File: src/rtl/protocol_frame_fsm.sv
// rtl/protocol_frame_fsm.sv - Mealy frame receiver: START, LEN, payload, CHK with error flags and good-frame count
module protocol_frame_fsm #(
  parameter int W         = 4,
  parameter int MAX_LEN   = 8,
  parameter int TIMEOUT   = 16,
  parameter int START_SYM = 1,
  parameter int CNT_W     = 8
) (
  input  logic             clk,
  input  logic             reset_n,
  input  logic [W-1:0]     e,
  input  logic             e_valid,
  input  logic             abort,
  output logic [W-1:0]     y,
  output logic             y_valid,
  output logic             frame_ok,
  output logic             frame_err,
  output logic [1:0]       err_code,
  output logic [1:0]       state,
  output logic [CNT_W-1:0] frame_cnt
);

  localparam int            IW       = $clog2(TIMEOUT + 1);
  localparam logic [W-1:0]  START_V  = W'(START_SYM);
  localparam logic [W-1:0]  MAX_V    = W'(MAX_LEN);
  localparam logic [W-1:0]  ONE_V    = W'(1);
  localparam logic [IW-1:0] IDLE_LIM = IW'(TIMEOUT - 1);

  localparam logic [1:0] ERR_ABORT   = 2'd0;
  localparam logic [1:0] ERR_LEN     = 2'd1;
  localparam logic [1:0] ERR_CHK     = 2'd2;
  localparam logic [1:0] ERR_TIMEOUT = 2'd3;

  typedef enum logic [1:0] {
    S_IDLE = 2'd0,
    S_LEN  = 2'd1,
    S_DATA = 2'd2,
    S_CHK  = 2'd3
  } state_t;

  state_t          state_q, state_d;
  logic [W-1:0]    rem_q, rem_d;
  logic [W-1:0]    acc_q, acc_d;
  logic [IW-1:0]   idle_q, idle_d;
  logic [CNT_W-1:0] cnt_q, cnt_d;

  logic accept;
  logic len_ok;
  logic in_frame;
  logic timed_out;

  assign accept    = e_valid && !abort;
  assign len_ok    = (e != '0) && (e <= MAX_V);
  assign in_frame  = (state_q != S_IDLE);
  assign timed_out = in_frame && !e_valid && (idle_q == IDLE_LIM);

  always_ff @(posedge clk or negedge reset_n) begin
    if (!reset_n) begin
      state_q <= S_IDLE;
      rem_q   <= '0;
      acc_q   <= '0;
      idle_q  <= '0;
      cnt_q   <= '0;
    end else begin
      state_q <= state_d;
      rem_q   <= rem_d;
      acc_q   <= acc_d;
      idle_q  <= idle_d;
      cnt_q   <= cnt_d;
    end
  end

  // Abort beats an accepted symbol, which beats the idle timeout.
  always_comb begin
    state_d = state_q;
    rem_d   = rem_q;
    acc_d   = acc_q;
    idle_d  = idle_q;
    cnt_d   = cnt_q;
    if (in_frame && abort) begin
      state_d = S_IDLE;
      idle_d  = '0;
    end else if (accept) begin
      idle_d = '0;
      case (state_q)
        S_IDLE: begin
          if (e == START_V) begin
            state_d = S_LEN;
            acc_d   = '0;
          end
        end
        S_LEN: begin
          if (len_ok) begin
            rem_d   = e;
            acc_d   = e;
            state_d = S_DATA;
          end else begin
            state_d = S_IDLE;
          end
        end
        S_DATA: begin
          acc_d = acc_q ^ e;
          rem_d = rem_q - ONE_V;
          if (rem_q == ONE_V) begin
            state_d = S_CHK;
          end
        end
        S_CHK: begin
          state_d = S_IDLE;
          if ((e == acc_q) && (cnt_q != '1)) begin
            cnt_d = cnt_q + 1'b1;
          end
        end
        default: state_d = S_IDLE;
      endcase
    end else if (timed_out) begin
      state_d = S_IDLE;
      idle_d  = '0;
    end else if (in_frame && !e_valid) begin
      idle_d = idle_q + 1'b1;
    end
  end

  always_comb begin
    y         = '0;
    y_valid   = 1'b0;
    frame_ok  = 1'b0;
    frame_err = 1'b0;
    err_code  = 2'd0;
    if (in_frame && abort) begin
      frame_err = 1'b1;
      err_code  = ERR_ABORT;
    end else if (accept) begin
      case (state_q)
        S_LEN: begin
          if (!len_ok) begin
            frame_err = 1'b1;
            err_code  = ERR_LEN;
          end
        end
        S_DATA: begin
          y       = e;
          y_valid = 1'b1;
        end
        S_CHK: begin
          if (e == acc_q) begin
            frame_ok = 1'b1;
          end else begin
            frame_err = 1'b1;
            err_code  = ERR_CHK;
          end
        end
        default: ;
      endcase
    end else if (timed_out) begin
      frame_err = 1'b1;
      err_code  = ERR_TIMEOUT;
    end
  end

  assign state     = state_q;
  assign frame_cnt = cnt_q;

endmodule

File: config.mk
export PLATFORM = sky130hd
export DESIGN_NAME = protocol_frame_fsm
export DESIGN_NICKNAME = d
export VERILOG_FILES = /design/src/rtl/protocol_frame_fsm.sv
export SDC_FILE = /design/constraint.sdc
export NUM_CORES = 1
export LEC_CHECK = 0
export ABC_AREA = 1
export CAP_MARGIN = 0
export CORE_ASPECT_RATIO = 0.5
export CORE_UTILIZATION = 35
export CTS_BUF_LIST = sky130_fd_sc_hd__clkbuf_4
export DETAILED_ROUTE_END_ITERATION = 6
export DONT_BUFFER_PORTS = 1
export GPL_ROUTABILITY_DRIVEN = 0
export SYNTH_ARGS = -nofsm -noshare
export SYNTH_HDL_FRONTEND = slang
export SYNTH_SLANG_ARGS = --single-unit
File: constraint.sdc
create_clock -name clk -period 1.6 [get_ports clk]
set_input_delay 0.32 -clock clk [delete_from_list [all_inputs] [get_ports clk]]
set_output_delay 0.32 -clock clk [all_outputs]
set_load 0.01 [all_outputs]
==> results.sh <==
export IMPL_status="finished with violations"
export IMPL_violations="DRC, setup timing"
export IMPL_finalCriticalPeriod_ns=1.905
export IMPL_ff2ff_path_depth=9
export IMPL_cts_sinks=23
export IMPL_fillCellCount=426
export IMPL_antenna_cells=0
export IMPL_dp_cells=293
export IMPL_first_iter_violations=104
export IMPL_synth_nets=241
export IMPL_drv_slew=0
export IMPL_vdd_drop_max_mv=0.2757
export IMPL_numPortBuffers=0
export IMPL_grt_usage_pct=16.14
export IMPL_antenna_found_initial=0
export IMPL_drive_gt1_share_pct=31.78
export IMPL_async_reset_ff_share_pct=100.0
export IMPL_tightest_slew_ns=0.2955
export IMPL_clkTransAtPathRegs_ns=0.14
export IMPL_final_antenna_net_count=0
export IMPL_netlist_area_sq_um=1619
export IMPL_ctsLongestPathBuffers=2
export IMPL_arrival_ns=1.58
export IMPL_setup_ws_ns=-0.3049
export IMPL_cp_end_kind="primary output"
export IMPL_grt_pass1_wl_microns=6299
export IMPL_routed_via_count=1545
export IMPL_p_per_area_nw_per_um2=805.4
export IMPL_leakagePower_nw=1.026
export IMPL_ys_seq_area_share_pct=35.55
export IMPL_yosysWarnings=0
export IMPL_max_freq_mhz=525.0
export IMPL_initial_core_util_pct=36.60
export IMPL_crit_type="reg2out"
export IMPL_crit_path_start="state[1]"
export IMPL_cp_data_required_time_ns=1.28
export IMPL_via_per_inst=4.905
export IMPL_ys_top_cells_by_area="dfrtp_1 (36%), nand2_1 (16%), ha_1 (7.0%), inv_1 (5.6%), nand4_1 (4.6%)"
export IMPL_wirelength_microns=3929
export IMPL_avgSynthCellArea_sq_um=7.228
export IMPL_skew_ns=0.004721
export IMPL_grt_pass1_vias=1393
export IMPL_syn_to_final_growth_pct=31.99
export IMPL_routedWlPerCell_microns=12.47
export IMPL_ys_seq_elements=23
export IMPL_fin_util_pct=48.30
export IMPL_die_h_microns=50.10
export IMPL_synth_edf_count=0
export IMPL_post_route_period_util_pct=119.1
export IMPL_worstPathMaxFanout=3
export IMPL_ys_types=23
export IMPL_dpl_hpwl_microns=2725
export IMPL_fin_cells=315
export IMPL_whs_path_depth=3
export IMPL_hold_end="idle_q[1]"
export IMPL_rsz0062_at_grt="true"
export IMPL_dr_pass1_iters=6
export IMPL_synth_top_area_share_pct=35.55
export IMPL_hold_viol_final=0
export IMPL_root_buffer="clkbuf_4"
export IMPL_postSynthCellCount=224
export IMPL_hp_start="abort"
export IMPL_cts_made_buffers=3
export IMPL_fp_dieW_microns=98.19
export IMPL_core_area_sq_um=4424
export IMPL_worstSkewPairLatency_ns=0.32
export IMPL_nNetsFinal=276
export IMPL_yosysTopAreaCell="dfrtp_1"
export IMPL_ff2ff_setup_slack_ns=-0.07
export IMPL_cap_violations=0
export IMPL_worstReg2RegEnd="acc_q[2]"
export IMPL_grt_max_degree=24
export IMPL_worstHoldPathType="in2reg"
export IMPL_ys_dominant_reg_cell="dfrtp_1"
export IMPL_rows=17
export IMPL_overflow=0
export IMPL_setup_viol=13
export IMPL_critPathLaunchType="flip-flop"
export IMPL_pre_cts_slack_ns=0.03782
export IMPL_die_area_sq_um=4919
export IMPL_cts_tree="built"
export IMPL_h_tree_depth=1
export IMPL_crit_reg2reg_launch="state[0]"
export IMPL_io_pins=27
export IMPL_route_detailed_drc=2
export IMPL_max_slew_margin_pct=80.30
## timing repair
item                       CTS  global route
pin swaps                    6            12
hold buffers                 2             0
setup buffers                8             8
hold endpoints to repair    23             0
gates resized for setup     16            21
setup endpoints to repair    9            26
cloned                       0             1
## registers in the layout, summed over array words and instances, names as in the netlist
| signal | count |
|---|---|
| frame_cnt | 8 |
| state | 2 |
| idle_q | 5 |
| acc_q | 4 |
| rem_q | 4 |
## stage by stage
stage / TNS, ns / power (mW) / hold WS [ns] / cell area (sq um)
4_1_cts: -2.080 / 1.650 / 0.1552 / 2004
2_1_floorplan: 0 / 1.150 / 0.02441 / 1669
5_1_grt: -3.502 / 1.860 / 0.1474 / 2137
3_3_place_gp: 0 / 1.270 / 0.02490 / 1831
6_report: -2.097 / 1.721 / 0.1611 / 2137
3_5_place_dp: 0 / 1.280 / 0.02518 / 1831
## cells in the final DEF (no fill, tap or decap), types with 2 or more instances in the layout
master and count:
a21oi_1 4, a21oi_2 2, buf_4 23, buf_6 4, clkbuf_4 3, dfrtp_1 21, dfrtp_2 2, ha_1 5
ha_2 2, ha_4 2, inv_1 19, inv_2 8, inv_4 3, nand2_1 64, nand2_2 11, nand3_1 11
nand3_2 3, nand3_4 2, nand4_1 12, nor2_1 9, nor2_4 11, o21ai_0 7, o21ai_1 6, o22ai_1 4
xnor2_1 2, xnor2_2 2, xor2_1 7
## worst max path at each step
stage                  end  slack, ns  cells past startpoint
6_report       err_code[1]      -0.30                      7
5_1_grt        err_code[1]      -0.47                      7
4_1_cts        err_code[1]      -0.29                      7
3_5_place_dp   err_code[1]       0.04                      7
3_3_place_gp   err_code[0]       0.08                      7
2_1_floorplan  err_code[0]       0.01                      7
## worst max-delay path, cell delays in order (launching register included)
cell	delay, ns
dfrtp_2	0.40
inv_2	0.06
ha_4	0.17
nor2_4	0.09
nand2_2	0.06
o21bai_1	0.18
nand2_1	0.13
a21oi_2	0.18
## routing by layer
layer,up-vias,global-route usage (%),part of all wire [%]
met1,721,20.02,47
met5,-,0,0
met2,22,27.82,49
met3,4,4.681,3.6
met4,0,3.980,0.87
li1,798,-,-
## where the power goes
| group | total (mW) | switching, mW | internal, mW |
|---|---|---|---|
| clock network | 0.284 | 0.190 | 0.0937 |
| logic | 0.693 | 0.390 | 0.303 |
| registers | 0.744 | 0.0765 | 0.667 |
| total | 1.72 | 0.657 | 1.06 |
## cell usage after synthesis (2+ instances only)
| cell type | n |
|---|---|
| nand2_1 | 71 |
| inv_1 | 24 |
| dfrtp_1 | 23 |
| nor2_1 | 18 |
| nand3_1 | 13 |
| nand4_1 | 12 |
| ha_1 | 9 |
| o21ai_0 | 7 |
| xor2_1 | 7 |
| a21oi_1 | 6 |
| inv_2 | 6 |
| o21ai_1 | 6 |
| o22ai_1 | 4 |
| xnor2_1 | 4 |
| nand2_2 | 3 |
| nor2_4 | 3 |
| nand3_2 | 2 |
## final cells by class
cell class                 count  area [sq um]  share of cell area [%]
multi-input combinational    172          1092                   51.11
sequential                    23         578.1                   27.05
timing repair buffer          29         247.7                   11.59
inverter                      30         120.1                   5.621
tap                           57         71.32                   3.337
clock buffer                   3         22.52                   1.054
clock inverter                 1         5.005                  0.2342
## cell families after synthesis
kind of cell / Yosys count / synth area share [%]
flops: 23 / 35.55
simple gates: 126 / 36.01
xor+xnor: 11 / 5.950
fa+ha+maj: 9 / 6.955
compound gates: 25 / 8.578
buf+inv: 30 / 6.955
(Power assumes the default switching activity.)
